--- config.mk ---
export PLATFORM = sky130hd
export DESIGN_NAME = seg7_scan_decoder_flat
export DESIGN_NICKNAME = d
export VERILOG_FILES = /design/src/rtl/seg7_scan_decoder_if.sv /design/src/rtl/seg7_scan_decoder.sv /design/src/flat_wrapper.sv
export SDC_FILE = /design/constraint.sdc
export NUM_CORES = 1
export LEC_CHECK = 0
export BUFFER_PORTS_ARGS = -buffer_cell sky130_fd_sc_hd__buf_2
export CAP_MARGIN = 20
export CORE_ASPECT_RATIO = 0.9
export CORE_UTILIZATION = 40
export DETAILED_ROUTE_END_ITERATION = 10
export HOLD_SLACK_MARGIN = 0.1
export PLACE_DENSITY = 0.65
export SETUP_SLACK_MARGIN = 0.1
export SYNTH_ARGS = -nofsm -noshare
export SYNTH_HDL_FRONTEND = slang
export SYNTH_SLANG_ARGS = --single-unit
--- constraint.sdc ---
create_clock -name clk -period 9.73 [get_ports clk]
set_clock_uncertainty 0.1 [all_clocks]
set_input_delay 2.4325 -clock clk [delete_from_list [all_inputs] [get_ports clk]]
set_output_delay 2.4325 -clock clk [all_outputs]
set_load 0.01 [all_outputs]
--- src/rtl/seg7_scan_decoder_if.sv ---
// Scan-line bundle between a multiplexed 7-segment display driver and its decoder.
// Ports: seg/sel are the active-low display pins; value/dp_out/valid/err/err_cnt
// are the decoded results. master = pin driver / result observer, slave = decoder.
interface seg7_scan_decoder_if;
    logic [7:0]  seg;
    logic [7:0]  sel;
    logic [31:0] value;
    logic [7:0]  dp_out;
    logic        valid;
    logic        err;
    logic [7:0]  err_cnt;

    modport master (
        output seg, sel,
        input  value, dp_out, valid, err, err_cnt
    );

    modport slave (
        input  seg, sel,
        output value, dp_out, valid, err, err_cnt
    );
endinterface

--- src/rtl/seg7_scan_decoder.sv ---
// Purpose: synchronize/debounce a multiplexed 8-digit 7-seg scan and rebuild the 32-bit displayed word.
// Latency: 2 sync flops + STABLE_CYCLES run filter; value/valid land on the edge that completes the frame.
// Backpressure: none -- pins are sampled every cycle; valid/err are one-cycle pulses, err_cnt saturates.
// Ports: clk (rising edge), rst (async active-low), scan (slave modport: seg/sel in,
//        value/dp_out/valid/err/err_cnt out).
module seg7_scan_decoder #(
    parameter int STABLE_CYCLES = 4,
    parameter int TIMEOUT       = 200000
) (
    input  logic                clk,
    input  logic                rst,
    seg7_scan_decoder_if.slave  scan
);
    localparam int RUN_W = $clog2(STABLE_CYCLES + 1);
    localparam int TMR_W = $clog2(TIMEOUT + 1);
    localparam logic [RUN_W-1:0] RUN_ONE  = RUN_W'(1);
    localparam logic [RUN_W-1:0] RUN_MAX  = RUN_W'(STABLE_CYCLES);
    localparam logic [RUN_W-1:0] RUN_PRE  = RUN_W'(STABLE_CYCLES - 1);
    localparam logic [TMR_W-1:0] TMR_ONE  = TMR_W'(1);
    localparam logic [TMR_W-1:0] TMR_LAST = TMR_W'(TIMEOUT - 1);

    typedef enum logic {ST_IDLE, ST_COLLECT} state_t;

    // {sel, seg} synchronizer stages and run-length filter
    logic [15:0]      r_s1;
    logic [15:0]      r_s2;
    logic [RUN_W-1:0] r_run;

    // frame assembly state
    state_t           r_state;
    logic [7:0]       r_mask;
    logic [31:0]      r_digit;
    logic [7:0]       r_dpr;
    logic [TMR_W-1:0] r_tmr;

    // registered outputs
    logic [31:0]      r_value;
    logic [7:0]       r_dp_out;
    logic             r_valid;
    logic             r_err;
    logic [7:0]       r_err_cnt;

    logic             w_accept;
    logic [7:0]       w_sel_act;
    logic             w_blank;
    logic             w_multi;
    logic [4:0]       w_dec;
    logic [2:0]       w_idx;
    logic             w_good;
    logic             w_reject;
    logic             w_timeout;
    logic [7:0]       w_mask_next;
    logic [31:0]      w_digit_next;
    logic [7:0]       w_dpr_next;

    // Returns {recognized, nibble} for an active-low a..g pin pattern.
    function automatic logic [4:0] f_decode(input logic [6:0] p);
        logic [4:0] r;
        case (p)
            7'h40:   r = {1'b1, 4'h0};
            7'h79:   r = {1'b1, 4'h1};
            7'h24:   r = {1'b1, 4'h2};
            7'h30:   r = {1'b1, 4'h3};
            7'h19:   r = {1'b1, 4'h4};
            7'h12:   r = {1'b1, 4'h5};
            7'h02:   r = {1'b1, 4'h6};
            7'h78:   r = {1'b1, 4'h7};
            7'h00:   r = {1'b1, 4'h8};
            7'h10:   r = {1'b1, 4'h9};
            7'h08:   r = {1'b1, 4'hA};
            7'h03:   r = {1'b1, 4'hB};
            7'h46:   r = {1'b1, 4'hC};
            7'h21:   r = {1'b1, 4'hD};
            7'h06:   r = {1'b1, 4'hE};
            7'h0E:   r = {1'b1, 4'hF};
            default: r = 5'b0_0000;
        endcase
        return r;
    endfunction

    always_ff @(posedge clk or negedge rst) begin
        if (!rst) begin
            r_s1  <= '0;
            r_s2  <= '0;
            r_run <= '0;
        end else begin
            r_s1 <= {scan.sel, scan.seg};
            r_s2 <= r_s1;
            if (r_s1 != r_s2) begin
                r_run <= RUN_ONE;
            end else if (r_run != RUN_MAX) begin
                r_run <= r_run + RUN_ONE;
            end
        end
    end

    // s2 is about to hold steady for one more edge and the count steps to
    // STABLE_CYCLES on this edge; saturation keeps long runs from re-firing.
    assign w_accept  = (r_s1 == r_s2) && (r_run == RUN_PRE);

    assign w_sel_act = ~r_s2[15:8];
    assign w_blank   = (w_sel_act == 8'h00);
    assign w_multi   = ((w_sel_act & (w_sel_act - 8'd1)) != 8'h00);
    assign w_dec     = f_decode(r_s2[6:0]);

    always_comb begin
        w_idx = 3'd0;
        for (int i = 0; i < 8; i++) begin
            if (w_sel_act[i]) begin
                w_idx = 3'(i);
            end
        end
    end

    assign w_good    = w_accept && !w_blank && !w_multi && w_dec[4];
    assign w_reject  = w_accept && !w_blank && (w_multi || !w_dec[4]);
    // A valid accept on the expiry edge reloads the timer instead.
    assign w_timeout = (r_state == ST_COLLECT) && (r_tmr == TMR_LAST) && !w_good;

    // w_sel_act is one-hot whenever w_good is set, so it doubles as the mask bit.
    assign w_mask_next = r_mask | w_sel_act;

    always_comb begin
        w_digit_next = r_digit;
        w_dpr_next   = r_dpr;
        w_digit_next[{w_idx, 2'b00} +: 4] = w_dec[3:0];
        w_dpr_next[w_idx]                 = ~r_s2[7];
    end

    always_ff @(posedge clk or negedge rst) begin
        if (!rst) begin
            r_state   <= ST_IDLE;
            r_mask    <= '0;
            r_digit   <= '0;
            r_dpr     <= '0;
            r_tmr     <= '0;
            r_value   <= '0;
            r_dp_out  <= '0;
            r_valid   <= 1'b0;
            r_err     <= 1'b0;
            r_err_cnt <= '0;
        end else begin
            r_valid <= 1'b0;
            // reject and timeout on the same edge merge into one pulse
            r_err   <= w_reject || w_timeout;
            if ((w_reject || w_timeout) && (r_err_cnt != 8'hFF)) begin
                r_err_cnt <= r_err_cnt + 8'd1;
            end

            if (w_good) begin
                r_digit <= w_digit_next;
                r_dpr   <= w_dpr_next;
            end

            case (r_state)
                ST_IDLE: begin
                    if (w_good) begin
                        r_mask  <= w_mask_next;
                        r_tmr   <= '0;
                        r_state <= ST_COLLECT;
                    end
                end
                ST_COLLECT: begin
                    if (w_good) begin
                        r_tmr <= '0;
                        if (&w_mask_next) begin
                            r_value  <= w_digit_next;
                            r_dp_out <= w_dpr_next;
                            r_valid  <= 1'b1;
                            r_mask   <= '0;
                            r_state  <= ST_IDLE;
                        end else begin
                            r_mask <= w_mask_next;
                        end
                    end else if (w_timeout) begin
                        // digit registers are kept; a cleared mask forces re-capture
                        r_mask  <= '0;
                        r_state <= ST_IDLE;
                    end else begin
                        r_tmr <= r_tmr + TMR_ONE;
                    end
                end
                default: begin
                    r_state <= ST_IDLE;
                end
            endcase
        end
    end

    assign scan.value   = r_value;
    assign scan.dp_out  = r_dp_out;
    assign scan.valid   = r_valid;
    assign scan.err     = r_err;
    assign scan.err_cnt = r_err_cnt;
endmodule

--- src/flat_wrapper.sv ---
// flat-port wrapper written by rule: the top's interface ports become plain ports
module seg7_scan_decoder_flat 
#(
    parameter int STABLE_CYCLES = 4,
    parameter int TIMEOUT       = 200000
)
  (clk, rst, scan_seg, scan_sel, scan_value, scan_dp_out, scan_valid, scan_err, scan_err_cnt);
  seg7_scan_decoder_if scan_i ();
  input  logic clk;
  input  logic rst;
  input wire logic [$bits(scan_i.seg)-1:0] scan_seg;
  input wire logic [$bits(scan_i.sel)-1:0] scan_sel;
  output wire logic [$bits(scan_i.value)-1:0] scan_value;
  output wire logic [$bits(scan_i.dp_out)-1:0] scan_dp_out;
  output wire logic [$bits(scan_i.valid)-1:0] scan_valid;
  output wire logic [$bits(scan_i.err)-1:0] scan_err;
  output wire logic [$bits(scan_i.err_cnt)-1:0] scan_err_cnt;
  assign scan_i.seg = scan_seg;
  assign scan_i.sel = scan_sel;
  assign scan_value = scan_i.value;
  assign scan_dp_out = scan_i.dp_out;
  assign scan_valid = scan_i.valid;
  assign scan_err = scan_i.err;
  assign scan_err_cnt = scan_i.err_cnt;
  seg7_scan_decoder #(.STABLE_CYCLES(STABLE_CYCLES), .TIMEOUT(TIMEOUT)) u_core (.clk(clk), .rst(rst), .scan(scan_i));
endmodule
==> results.toml <==
[status]
status = "complete, no violations"

[power_and_ir_drop]
powerDensity_nw_per_um2 = 167
p_seq_frac = 0.477
leakage_uw = 0.00398
clockPowerShare = 0.485
combPwrFrac = 0.039
internal-power_uw = 1060
vdd_drop_max_uv = 119
swShare = 0.229
p_switching_uw = 314

[sta]
rsz0062_at_grt = "false"
fin_crit_sh = 0.400
slew_headroom = 0.316
fin_hold_ws_ns = 0.294
period_needed_ns = 3.90
setup-tns-final_ns = 0
setup_viol = 0
fmax_mhz = 257
hold_viol = 0
max_slew.worst_pin.slew_ns = 1.02
drv_slew = 0

[yosys]
synth_area_um2 = 7100
synth_top_area_cell = "dfrtp_1"
yosysUniqueCellTypes = 64
syn_inst = 633
synth.yosys.warnings = 0
ys_seq_elements = 152
ys.flop_type = "dfrtp_1"
async_flop_share = 1.00
yosysTopAreaCellShare = 0.535
synth_seq_area_share = 0.535
synth_edf_count = 0
syn-num-nets = 659
syn_avg_cell_area_um2 = 11.2
synth_area_leaders = "dfrtp_1 54%, mux2_1 6.5%, xor2_1 4.3%, mux2i_1 4.1%, nor2_1 2.9%"

[clock_network]
cts_root_buf = "clkbuf_16"
clkTransAtPathRegs_ns = 0.07
cts_buffers = 17
cts_resized = 0
clock_latency_ns = 0.42
clkSinkCount = 152
postCtsHoldBufs = 0
postCtsSetupRepairBufs = 0
h-tree-depth = 4
clockBufferDepth = 2
cts_tree = "done"

[setup_path]
ff2ff_path_depth = 11
worst-path-max-fanout = 18
start_kind = "flop"
critPathRequiredTime_ns = 9.94
path_class = "reg2reg"
cp_data_arrival_time_ns = 4.11
cp-end-kind = "flop"

[route]
wl_um = 15200
drc = 0
drt_iter0_drc = 380
ant_nets = 0
num_vias = 4960
wl_per_cell_um = 16.2
dr.pass1.iters = 4
avgViaCountPerCell = 5.31

[placed_design]
io_buffers = 67
post-dp-hpwl_um = 10500
globalplace.congestion = 0.841

[die]
die_h_um = 128
initial_core_util = 0.415
die_area_um2 = 18300
ioPinCount = 68
core_um2 = 17100
fp-row-count = 45
die_w_um = 142

[finish]
layout_common_cells = "152 x dfrtp_1, 66 x buf_2, 54 x nor2_1, 41 x mux2_1"
area_growth_pct = 15.7
mostFrequentLayoutCell = "dfrtp_1"
fin_nets = 712
num_antenna_cells = 0
drive_gt1_frac = 0.185

[hold_path]
hp-class = "reg2reg"
hold_path_depth = 0

[flow_run]
maxCapViolCount = 0

[grt]
grt_start_max_net_pins = 92
grt_pass1_wl_um = 25400
antenna_found_initial = 0
grt_overflow = 0
grt_usage = 0.179
grt_pass1_vias = 4985
## routing by layer
layer	vias up	track usage	share of wire	routed length, um
met3	16	0.0424	0.040	613
met1	2465	0.236	0.47	7140
met5	-	0	0	0
met2	103	0.289	0.48	7230
met4	0	0.0614	0.012	186
li1	2376	-	-	-
## critical path: stages, from the launching register on
cell      delay [ns]
dfrtp_1         0.50
inv_1           0.15
a21oi_1         0.05
o21ai_1         0.31
and2_1          0.68
ha_1            0.30
ha_1            0.28
nand2b_1        0.23
nor3_1          0.15
nand3_1         0.33
mux2_2          0.41
mux2_1          0.29
## cell families after synthesis
group,synth area share
AOI/OAI and AO/OA,0.0904
buffers and inverters,0.0329
and+or+nand+nor,0.152
DFF,0.535
muxes,0.123
xor gates and xnor gates,0.0506
adders and majority gates,0.0155
## stage by stage
| stage | area [um2] | utilization | total power (uW) | worst slack (ns) | cells |
|---|---|---|---|---|---|
| after floorplan | 7100 | - | 693 | 6.27 | 633 |
| after global placement | 7610 | 0.445 | 716 | 5.78 | 902 |
| after detailed placement | 7610 | 0.445 | 719 | 5.68 | 902 |
| after CTS | 8220 | 0.480 | 1390 | 5.83 | 934 |
| after global routing | 8220 | 0.480 | 1430 | 5.54 | 934 |
| final | 8220 | 0.480 | 1370 | 5.83 | 934 |
## layout make-up
cell class              instances  area (um2)
clock buffers                  20         467
clock inverters                12         143
fillers                      1588        8900
inverters                      20        75.1
multi-input cells             425        3070
flip-flops and latches        152        3800
well taps                     235         294
repair buffers                 70         364
## registers in the layout, indices dropped and copies added (netlist names)
register and count:
u_core.r_digit 32, u_core.r_dpr 8, u_core.r_mask 8, u_core.r_run 3, u_core.r_s1 16, u_core.r_s2 16
u_core.r_state 1, u_core.r_tmr 18, u_core.scan.dp_out 8, u_core.scan.err 1, u_core.scan.err_cnt 8, u_core.scan.valid 1
u_core.scan.value 32
## worst paths after layout
check	from	to	slack, ns
max in group asynchronous	rst	u_core.r_mask[7]	6.25
hold reg to reg	u_core.r_s1[2]	u_core.r_s2[2]	0.29
setup reg to reg	u_core.r_s2[12]	u_core.scan.value[27]	5.83
min in group asynchronous	rst	u_core.scan.value[10]	1.98
setup / recovery	u_core.r_s2[12]	u_core.scan.value[27]	5.83
hold / removal	u_core.r_s1[2]	u_core.r_s2[2]	0.29
## Yosys cell counts (all sizes together) (5+ instances only)
cell	number
nand2b	11
clkbuf	20
dfrtp	152
and4	5
mux2	52
nand4	7
buf	16
o31ai	13
xor2	35
xnor2	6
o21ai	20
o2bb2ai	8
nand2	31
inv	20
nand3	19
mux2i	29
a21oi	35
nor4	13
ha	8
nor3	19
and3	5
nor2	58
## power by group through the flow
stage               clock, uW  sequential (uW)  combinational [uW]
global placement            0              664                52.7
floorplan                   0              654                38.1
global route              712              654                59.5
detailed placement          0              665                54.3
finish                    664              653                53.0
CTS                       685              653                54.5
No activity file was read; power rests on OpenSTA's default activity.
